**src/rtl/fifo_read_ctrl.sv**
```systemverilog
// Read-side controller of an asynchronous FIFO: synchronizer, pointers, empty flag.
// Define FIFO_READ_CTRL_AE_EN to add the registered rempty_almost output.
module fifo_read_ctrl #(
    parameter int WIDTH    = 8,
    parameter int DEPTH    = 32,
    parameter int ADDR     = 5,
    parameter int AE_LEVEL = 4
) (
    input  logic             clk,
    input  logic             reset_b,
    input  logic             rinc,
    input  logic [ADDR:0]    wptr_gray,
    input  logic [WIDTH-1:0] mem_rdata,
    output logic [ADDR-1:0]  raddr,
    output logic [ADDR:0]    rptr_gray,
    output logic             rempty,
    output logic [WIDTH-1:0] rdata,
`ifdef FIFO_READ_CTRL_AE_EN
    output logic             rempty_almost,
`endif
    output logic             rvalid
);

    if (DEPTH != (1 << ADDR)) begin : g_depth_chk
        $error("fifo_read_ctrl: DEPTH must equal 2**ADDR");
    end

    logic [ADDR:0]    r_rq1;
    logic [ADDR:0]    r_rq2;
    logic [ADDR:0]    r_rbin;
    logic [ADDR:0]    r_rgray;
    logic             r_rempty;
    logic [WIDTH-1:0] r_rdata;
    logic             r_rvalid;

    logic             w_accept;
    logic [ADDR:0]    w_rbin_next;
    logic [ADDR:0]    w_rgray_next;

    assign w_accept     = rinc & ~r_rempty;
    assign w_rbin_next  = r_rbin + {{ADDR{1'b0}}, w_accept};
    assign w_rgray_next = (w_rbin_next >> 1) ^ w_rbin_next;

    // Empty compares the next pointer so the last read sets empty on its own edge.
    always_ff @(posedge clk) begin
        if (!reset_b) begin
            r_rq1    <= '0;
            r_rq2    <= '0;
            r_rbin   <= '0;
            r_rgray  <= '0;
            r_rempty <= 1'b1;
            r_rdata  <= '0;
            r_rvalid <= 1'b0;
        end else begin
            r_rq1    <= wptr_gray;
            r_rq2    <= r_rq1;
            r_rbin   <= w_rbin_next;
            r_rgray  <= w_rgray_next;
            r_rempty <= (w_rgray_next == r_rq2);
            r_rvalid <= w_accept;
            if (w_accept) begin
                r_rdata <= mem_rdata;
            end
        end
    end

`ifdef FIFO_READ_CTRL_AE_EN
    localparam logic [ADDR:0] AE_LVL = AE_LEVEL[ADDR:0];

    logic [ADDR:0] w_wbin_s;
    logic [ADDR:0] w_fill;
    logic          r_ae;

    always_comb begin
        w_wbin_s = '0;
        for (int i = 0; i <= ADDR; i++) begin
            w_wbin_s[i] = ^(r_rq2 >> i);
        end
    end

    assign w_fill = w_wbin_s - w_rbin_next;

    always_ff @(posedge clk) begin
        if (!reset_b) begin
            r_ae <= 1'b1;
        end else begin
            r_ae <= (w_fill <= AE_LVL);
        end
    end

    assign rempty_almost = r_ae;
`endif

    assign raddr     = r_rbin[ADDR-1:0];
    assign rptr_gray = r_rgray;
    assign rempty    = r_rempty;
    assign rdata     = r_rdata;
    assign rvalid    = r_rvalid;

endmodule

```
**config.mk**
```make
export PLATFORM = sky130hd
export DESIGN_NAME = fifo_read_ctrl
export DESIGN_NICKNAME = d
export VERILOG_FILES = /design/src/rtl/fifo_read_ctrl.sv
export SDC_FILE = /design/constraint.sdc
export NUM_CORES = 1
export LEC_CHECK = 0
export ABC_CLOCK_PERIOD_IN_PS = 5400
export CORE_ASPECT_RATIO = 0.9
export CORE_UTILIZATION = 51
export CTS_CLUSTER_SIZE = 12
export DETAILED_ROUTE_END_ITERATION = 6
export GPL_TIMING_DRIVEN = 0
export PLACE_DENSITY_LB_ADDON = 0.05
export SETUP_SLACK_MARGIN = 0.05
export SLEW_MARGIN = 20
export SYNTH_ARGS = -nofsm -noshare
export SYNTH_HDL_FRONTEND = slang
export SYNTH_SLANG_ARGS = --single-unit
```
**constraint.sdc**
```tcl
create_clock -name clk -period 5.4 [get_ports clk]
set_clock_uncertainty 0.1 [all_clocks]
set_input_delay 0.54 -clock clk [delete_from_list [all_inputs] [get_ports clk]]
set_output_delay 0.54 -clock clk [all_outputs]
set_load 0.05 [all_outputs]
```
[Word-level counts from Yosys, hierarchy flattened]
Cells that the tools add are included.
Storage, ports and cells
  register bits after elaboration: 34
  input port bits: 17
  logic and storage cells: 12
Operators by class
  $add $sub $neg: 1
  eq/ne operators: 1
  bitwise operators: 3
Operator list (count)
  $add A6 B1 Y6: 1
  $eq A6 B6 Y1: 1
  $xor A5 B6 Y6: 1
  $and A1 B1 Y1: 1
  $not A1 Y1: 1

[Longest topological paths before layout]
Gate-level depths: netlist of run 1.
  word-level depth: 5
  gate-level depth with buffers: 11
  depth with buffers taken out: 9

[Least setup slack after synthesis of run 1]
No wires, ideal clock.
  path type: register -> register
  from: reg r_rempty (netlist: rempty)
  to: reg r_rempty (netlist: rempty)
  arrival time: 2809 ps
  data required time: 5204 ps
  setup slack: 2395 ps
  stages on the path, launching flop included: 11
  period minus slack after synthesis: 3005 ps
  cell sequence: dfxtp_1 -> nand2b_1 -> clkbuf_1 -> clkinv_1 -> ha_1 -> ha_1 -> nand2b_1 -> o22ai_1 -> nand2b_1 -> mux2_4 -> o41ai_2
Between the ends
  word-level cells in the longest chain between the ends: 5
Ends and longest elaborated chain
  from (decl): line 32  | logic r_rempty;
  from (signal assigned): line 59  | r_rempty <= (w_rgray_next == r_rq2);
  $not A1 Y1: line 40  | assign w_accept = rinc & ~r_rempty;
  $and A1 B1 Y1: line 40
  net w_accept: line 36  | logic w_accept;
  $add A6 B1 Y6: line 41  | assign w_rbin_next = r_rbin + {{ADDR{1'b0}}, w_accept};
  $xor A5 B6 Y6: line 42  | assign w_rgray_next = (w_rbin_next >> 1) ^ w_rbin_next;
  $eq A6 B6 Y1: line 59
The timed path passes the listed nets, and every way through them passes these cells.
A chain may end at the register's enable or synchronous reset.

[Final worst setup path of run 1]
  from: in rinc
  to: reg r_rempty (netlist: rempty)
Between the ends
  word-level cells in the longest chain between the ends: 4
Ends and longest elaborated chain
  from (decl): line 11  | input logic rinc,
  $and A1 B1 Y1: line 40
  net w_accept: line 36
  $add A6 B1 Y6: line 41
  $xor A5 B6 Y6: line 42
  $eq A6 B6 Y1: line 59
The timed path passes the listed nets, and every way through them passes these cells.

==> results of run 1 <==
## kinds of logic after synthesis
kind of cell               count (synthesis)
xor gates and xnor gates                  16
adders and majority gates                  2
buffers and inverters                     12
DFF                                       33
and+or+nand+nor                           63
AOI/OAI and AO/OA                         19
muxes                                      3
## area by class of cell
class | instances | area (sq um)
multi-input combinational | 103 | 687
sequential | 33 | 661
fill | 187 | 658
timing repair buffer | 37 | 370
clock buffer | 6 | 51.3
buffer | 9 | 50.0
tap | 28 | 35.0
inverter | 3 | 11.3
clock inverter | 1 | 7.51
## worst min path at each step
stage / from / depth (start not counted) / end
5_1_grt: r_rq1[1] / 1 / r_rq2[1]
2_1_floorplan: r_rq1[0] / 1 / r_rq2[0]
4_1_cts: r_rq1[1] / 1 / r_rq2[1]
6_report: r_rq1[1] / 1 / r_rq2[1]
3_3_place_gp: r_rq1[0] / 1 / r_rq2[0]
3_5_place_dp: r_rq1[1] / 1 / r_rq2[1]
## power by group
group / switching, uW / total [uW] / internal, uW
registers: 5.04 / 260 / 255
clock network: 78.9 / 140 / 60.9
logic: 47.3 / 84.0 / 36.6
total: 131 / 484 / 352
## flip-flops by register name (all words and copies together) (netlist names)
register,flops
rdata,8
r_rbin,6
r_rq1,6
r_rq2,6
rptr_gray,5
rempty,1
rvalid,1
## cells in the final DEF (no fill, tap or decap)
cell / netlist / routed
clkdlybuf4s50_1: 0 / 37
dfxtp_1: 33 / 33
and2_1: 23 / 23
nand2_1: 20 / 20
xnor2_1: 10 / 10
a21boi_0: 9 / 9
xor2_1: 6 / 6
clkbuf_1: 5 / 5
clkbuf_4: 0 / 5
nand2b_1: 4 / 4
nand4_1: 4 / 4
nand3_1: 3 / 3
a21oi_1: 3 / 3
nor2_1: 3 / 3
inv_1: 2 / 2
buf_4: 2 / 2
o22ai_1: 2 / 2
mux2i_1: 2 / 2
nand4b_1: 2 / 2
ha_1: 2 / 2
clkinv_1: 1 / 1
and2_4: 1 / 1
buf_6: 1 / 1
nor2b_1: 1 / 1
a31oi_1: 1 / 1
buf_2: 1 / 1
and3b_1: 1 / 1
a32o_1: 1 / 1
mux2_4: 1 / 1
a22oi_1: 1 / 1
or2_2: 1 / 1
o311ai_1: 1 / 1
o41ai_2: 1 / 1
clkbuf_8: 0 / 1
clkinvlp_4: 0 / 1
## critical path: stages
cell	delay [ps]
clkdlybuf4s50_1	400
nand2b_1	60
clkbuf_1	330
clkinv_1	370
ha_1	360
ha_1	240
buf_4	180
xor2_1	300
xnor2_1	180
mux2i_1	250
o311ai_1	140
o41ai_2	220
## per-layer routing
metal	vias to the layer above	global-route usage	wire, microns
li1	571	-	-
met1	514	0.253	1250
met2	25	0.351	1270
met3	4	0.0672	132
met4	0	0.0894	30
met5	-	0	0
## stage by stage
| step | hold WS, ps | util |
|---|---|---|
| after floorplan | 312 | - |
| after global placement | 315 | 0.717 |
| after detailed placement | 322 | 0.717 |
| after CTS | 345 | 0.740 |
| after global routing | 370 | 0.740 |
| final | 344 | 0.740 |
## synth_stat cells (2+ instances only)
master	number	area, sq um
buf_4	2	15.0
mux2i_1	2	20.0
nor2_1	3	11.3
nand2b_1	4	25.0
nand3_1	3	15.0
nand4_1	4	25.0
and2_1	23	144
xor2_1	6	52.6
o22ai_1	2	12.5
nand2_1	20	75.1
nand4b_1	2	17.5
ha_1	2	25.0
inv_1	2	7.51
xnor2_1	10	87.6
clkbuf_1	5	18.8
a21boi_0	9	67.6
a21oi_1	3	15.0
dfxtp_1	33	661
==> flow_summary.ini, run 1 <==
[drt]
first_iter_violations = 77
viasPerCell = 5.06
wl_mm = 2.68
dr.pass1.iters = 6
vias = 1114
remaining_drc_errors = 4
antenna_left = 0
wl_per_cell_microns = 12.2

[critical_path]
crit_type = primary input to flip-flop
critPathLaunch = rinc
cp-start-kind = primary input
worstPathRequired_ps = 5540
r2r-end = rempty
worst-r2r-setup-slack_ps = 2200
worstRegToRegCells = 11
cp-end-kind = flip-flop
crit_fanout = 10
critPathCapture = rempty
cp.arrival_ps = 3570
r2r-start = rempty

[global_routing]
grt.total_usage = 0.212
grt_pass1_vias = 1082
grt-ovfl-total = 0
grt_max_degree = 11
grt_pass1_wl_mm = 4.69
antenna_found_initial = 0

[worst_hold_path]
hold_path.class = flip-flop to flip-flop

[logic_synthesis]
synth.avg_cell_area_sq_um = 9.52
synth-seq-area-share = 0.469
synth_edf_count = 0
netlist-cell-type-count = 31
synth_warnings = 0
async_flop_share = 0
synth_nets = 167
ys_seq_elements = 33
synthMuxAreaShare = 0.0249
synth_top_family_by_area = simple AND/OR/NAND/NOR gates
synthSimpleGateAreaFrac = 0.243
synth_top_flop_cell = dfxtp_1
synth-compound-area-share = 0.102
synthXorXnorAreaFrac = 0.0995
synth_area_sq_mm = 0.00141
synth-adder-area-share = 0.0178
synthCells = 148

[floorplan]
floorplan.rows = 17
io_pins = 38
initial_core_util = 0.557
die_x_microns = 57.4
die_y_microns = 51.9
coreArea_sq_mm = 0.00253
die_area_sq_mm = 0.00298

[placement]
portBuffers = 37
place_hpwl_mm = 1.99
postPlaceCellArea_sq_mm = 0.00181
dp_slack_ps = 1630
gp_congestion = 0.898
dp_cells = 213

[pwr]
p_leak_uw = 0.000754
ir_drop_uv = 202
power_density_mw_per_mm2 = 258
power.total_uw = 484

[finish]
fin_area_sq_mm = 0.00187
area_delta_synth_final_pct = 32.9
final_cells = 220
antennaDiodeCount = 0
layout-drive-gt1-share = 0.0781
fin_nets = 211

[clock_network]
hold_buffers = 0
insertion_delay_ps = 330
clockBufferDepth = 2
numCtsBuffers = 5
numClockSinks = 33
cts_root_buffer = clkbuf_4
cts_resized = 0
clk_pin_slew_worst_paths_ps = 100
cts_tree = done
cts_setup_buffers = 0
ctsHtreeMaxLevel = 2

[timing]
period_share = 0.635
finalSetupViolations = 0
fin_ws_ps = 1970
max_clock_freq_ghz = 0.292
min_period_ps = 3430
drv_slew = 0
rsz0062_at_grt = false
max_slew_margin = 0.658
finalHoldViolCount = 0
setup_tns_ps = 0
tightestPinTransition_ps = 511

[run]
drv_cap = 0

[outcome]
violations = DRC
status = finished with violations
(Power assumes the default switching activity.)
==> run 2: changes to the inputs <==
--- a/config.mk
+++ b/config.mk
@@ -5,9 +5,9 @@
 export SDC_FILE = /design/constraint.sdc
 export NUM_CORES = 1
 export LEC_CHECK = 0
-export ABC_CLOCK_PERIOD_IN_PS = 5400
+export ABC_CLOCK_PERIOD_IN_PS = 2790
 export CORE_ASPECT_RATIO = 0.9
-export CORE_UTILIZATION = 51
+export CORE_UTILIZATION = 42
 export CTS_CLUSTER_SIZE = 12
 export DETAILED_ROUTE_END_ITERATION = 6
 export GPL_TIMING_DRIVEN = 0
==> constraint.sdc (replaced) <==
create_clock -name clk -period 2.79 [get_ports clk]
set_clock_uncertainty 0.1 [all_clocks]
set_input_delay 0.279 -clock clk [delete_from_list [all_inputs] [get_ports clk]]
set_output_delay 0.279 -clock clk [all_outputs]
set_load 0.05 [all_outputs]
==> run 2 against run 1 <==
Net effect: setup slack got worse by 1800 ps; first-iteration DRC count decreased by 22%; sequential cell count unchanged; largest power group unchanged; register-to-register slack got worse by 2000 ps; cell area increased by 4.9%; the flow now finishes without violations; total power increased by 120%; count of clock-buffer cells in the layout unchanged; die area increased by 21%; critical path depth unchanged; sequential power increased by 93%; sequential share of layout area decreased by 1.6 points; hold slack got worse by 8.8 ps.
==> flow_summary.ini, run 2 (synthesis gave the netlist of run 1 again) <==
[critical_path]
worstRegToRegCells = 11
crit_cells = 12
crit_fanout = 10
crit_buf_inv = 4
critPathSlowestCell = clkdlybuf4s50_1
worstPathRequired_ps = 2860
critPathCapture = rempty
crit_type = primary input to flip-flop
crit_family = buffers and inverters
cpPeakStageDelay_ps = 460
cp-start-kind = primary input
r2r-end = rempty
critPathLaunch = rinc
cp_cell_sequence = clkdlybuf4s50_1 > nand2b_1 > clkbuf_4 > clkinv_4 > ha_2 > ha_1 > buf_6 > xor2_4 > xnor2_1 > mux2i_1 > o311ai_1 > o41ai_2
cp.arrival_ps = 2700
worst-r2r-setup-slack_ps = 240
r2r-start = rempty
cp-end-kind = flip-flop

[timing]
min_period_ps = 2630
finalSetupViolations = 0
period_share = 0.941
finalHoldViolCount = 0
max_clock_freq_ghz = 0.381
drv_slew = 0
tightestPinTransition_ps = 508
max_slew_margin = 0.660
fin_ws_ps = 163
rsz0062_at_grt = false

[finish]
layout-drive-gt1-share = 0.114
antennaDiodeCount = 0
area_delta_synth_final_pct = 39.5
largest_reg_flops = 8
fin_nets = 211
n_fill_cell = 288
final_common_cell = clkdlybuf4s50_1
final_cell_mix = clkdlybuf4s50_1, dfxtp_1, and2_1

[clock_network]
clockBufferDepth = 2
clk_pin_slew_worst_paths_ps = 60
cts_tree = done
insertion_delay_ps = 280
ctsHtreeMaxLevel = 2
numClockSinks = 33
numCtsBuffers = 5
hold_buffers = 0
cts_root_buffer = clkbuf_8

[placement]
dp_slack_ps = -347
portBuffers = 37
place_hpwl_mm = 2.03
gp_congestion = 0.832

[outcome]
status = finished, final reports clean

[floorplan]
die_y_microns = 56.9
io_pins = 38
coreArea_sq_mm = 0.00311
floorplan.rows = 19
initial_core_util = 0.452
die_x_microns = 63.1
die_area_sq_mm = 0.00359

[pwr]
power_density_mw_per_mm2 = 530
p_leak_uw = 0.000780
power.total_uw = 1040
ir_drop_uv = 286

[drt]
antenna_left = 0
wl_per_cell_microns = 11.9
dr.pass1.iters = 4
wl_mm = 2.80
viasPerCell = 4.85
remaining_drc_errors = 0
vias = 1139
first_iter_violations = 60

[global_routing]
grt-ovfl-total = 0
grt_pass1_wl_mm = 4.93
grt_max_degree = 12
antenna_found_initial = 0
grt.total_usage = 0.180
grt_pass1_vias = 1111

[run]
drv_cap = 0

[worst_hold_path]
hold_path.class = flip-flop to flip-flop
## run 2: cell types whose count changed in the layout (fill, tap and decap cells not counted), sizes merged
cell | before | now
clkinv | 1 | 3
clkinvlp | 1 | 0
## run 2: cell type report
class / count / area (sq um) / area share
plain buffers: 9 / 57.6 / 0.0293
clock buffers: 6 / 82.6 / 0.0420
clock inverters: 2 / 13.8 / 0.00700
inverters: 3 / 16.3 / 0.00827
multi-input cells: 103 / 711 / 0.362
flip-flops and latches: 33 / 662 / 0.337
well taps: 42 / 52.6 / 0.0267
repair buffers: 37 / 370 / 0.188
## run 2: where the power goes
| part | switching (uW) | leakage, uW | internal [uW] | total (uW) |
|---|---|---|---|---|
| Clock | 172 | 0.0000512 | 200 | 372 |
| Combinational | 94.1 | 0.000459 | 73.2 | 167 |
| Sequential | 9.42 | 0.000270 | 494 | 503 |
## run 2: worst min-delay path by stage
stage | start | end | cells after the start
after global routing | r_rq1[2] | r_rq2[2] | 1
after global placement | r_rq1[3] | r_rq2[3] | 1
final | r_rq1[2] | r_rq2[2] | 1
after CTS | r_rq1[3] | r_rq2[3] | 1
after detailed placement | r_rq1[1] | r_rq2[1] | 1
after floorplan | wptr_gray[0] | r_rq1[0] | 1
## run 2: metrics by stage
step           TNS (ps)  area [sq um]  cells  utilization  hold slack, ps
2_1_floorplan         0          1410    148            -             306
6_report              0          1970    235        0.631             335
3_5_place_dp       -364          1840    227        0.589             319
4_1_cts               0          1940    235        0.624             338
5_1_grt               0          1970    235        0.631             348
3_3_place_gp       -348          1840    227        0.589             314
## run 2: layer usage
| layer | vias up | global-route usage | share of wire |
|---|---|---|---|
| met5 | - | 0 | 0 |
| met4 | 0 | 0.106 | 0.020 |
| met3 | 8 | 0.0440 | 0.039 |
| met2 | 29 | 0.304 | 0.49 |
| met1 | 527 | 0.209 | 0.45 |
| li1 | 575 | - | - |
## run 2: timing repair
action                     4_1_cts  5_1_grt
pin swaps                        0        0
cloned                           0        0
gates resized for setup          2        6
setup endpoints to repair        1        1
setup buffers                    0        0
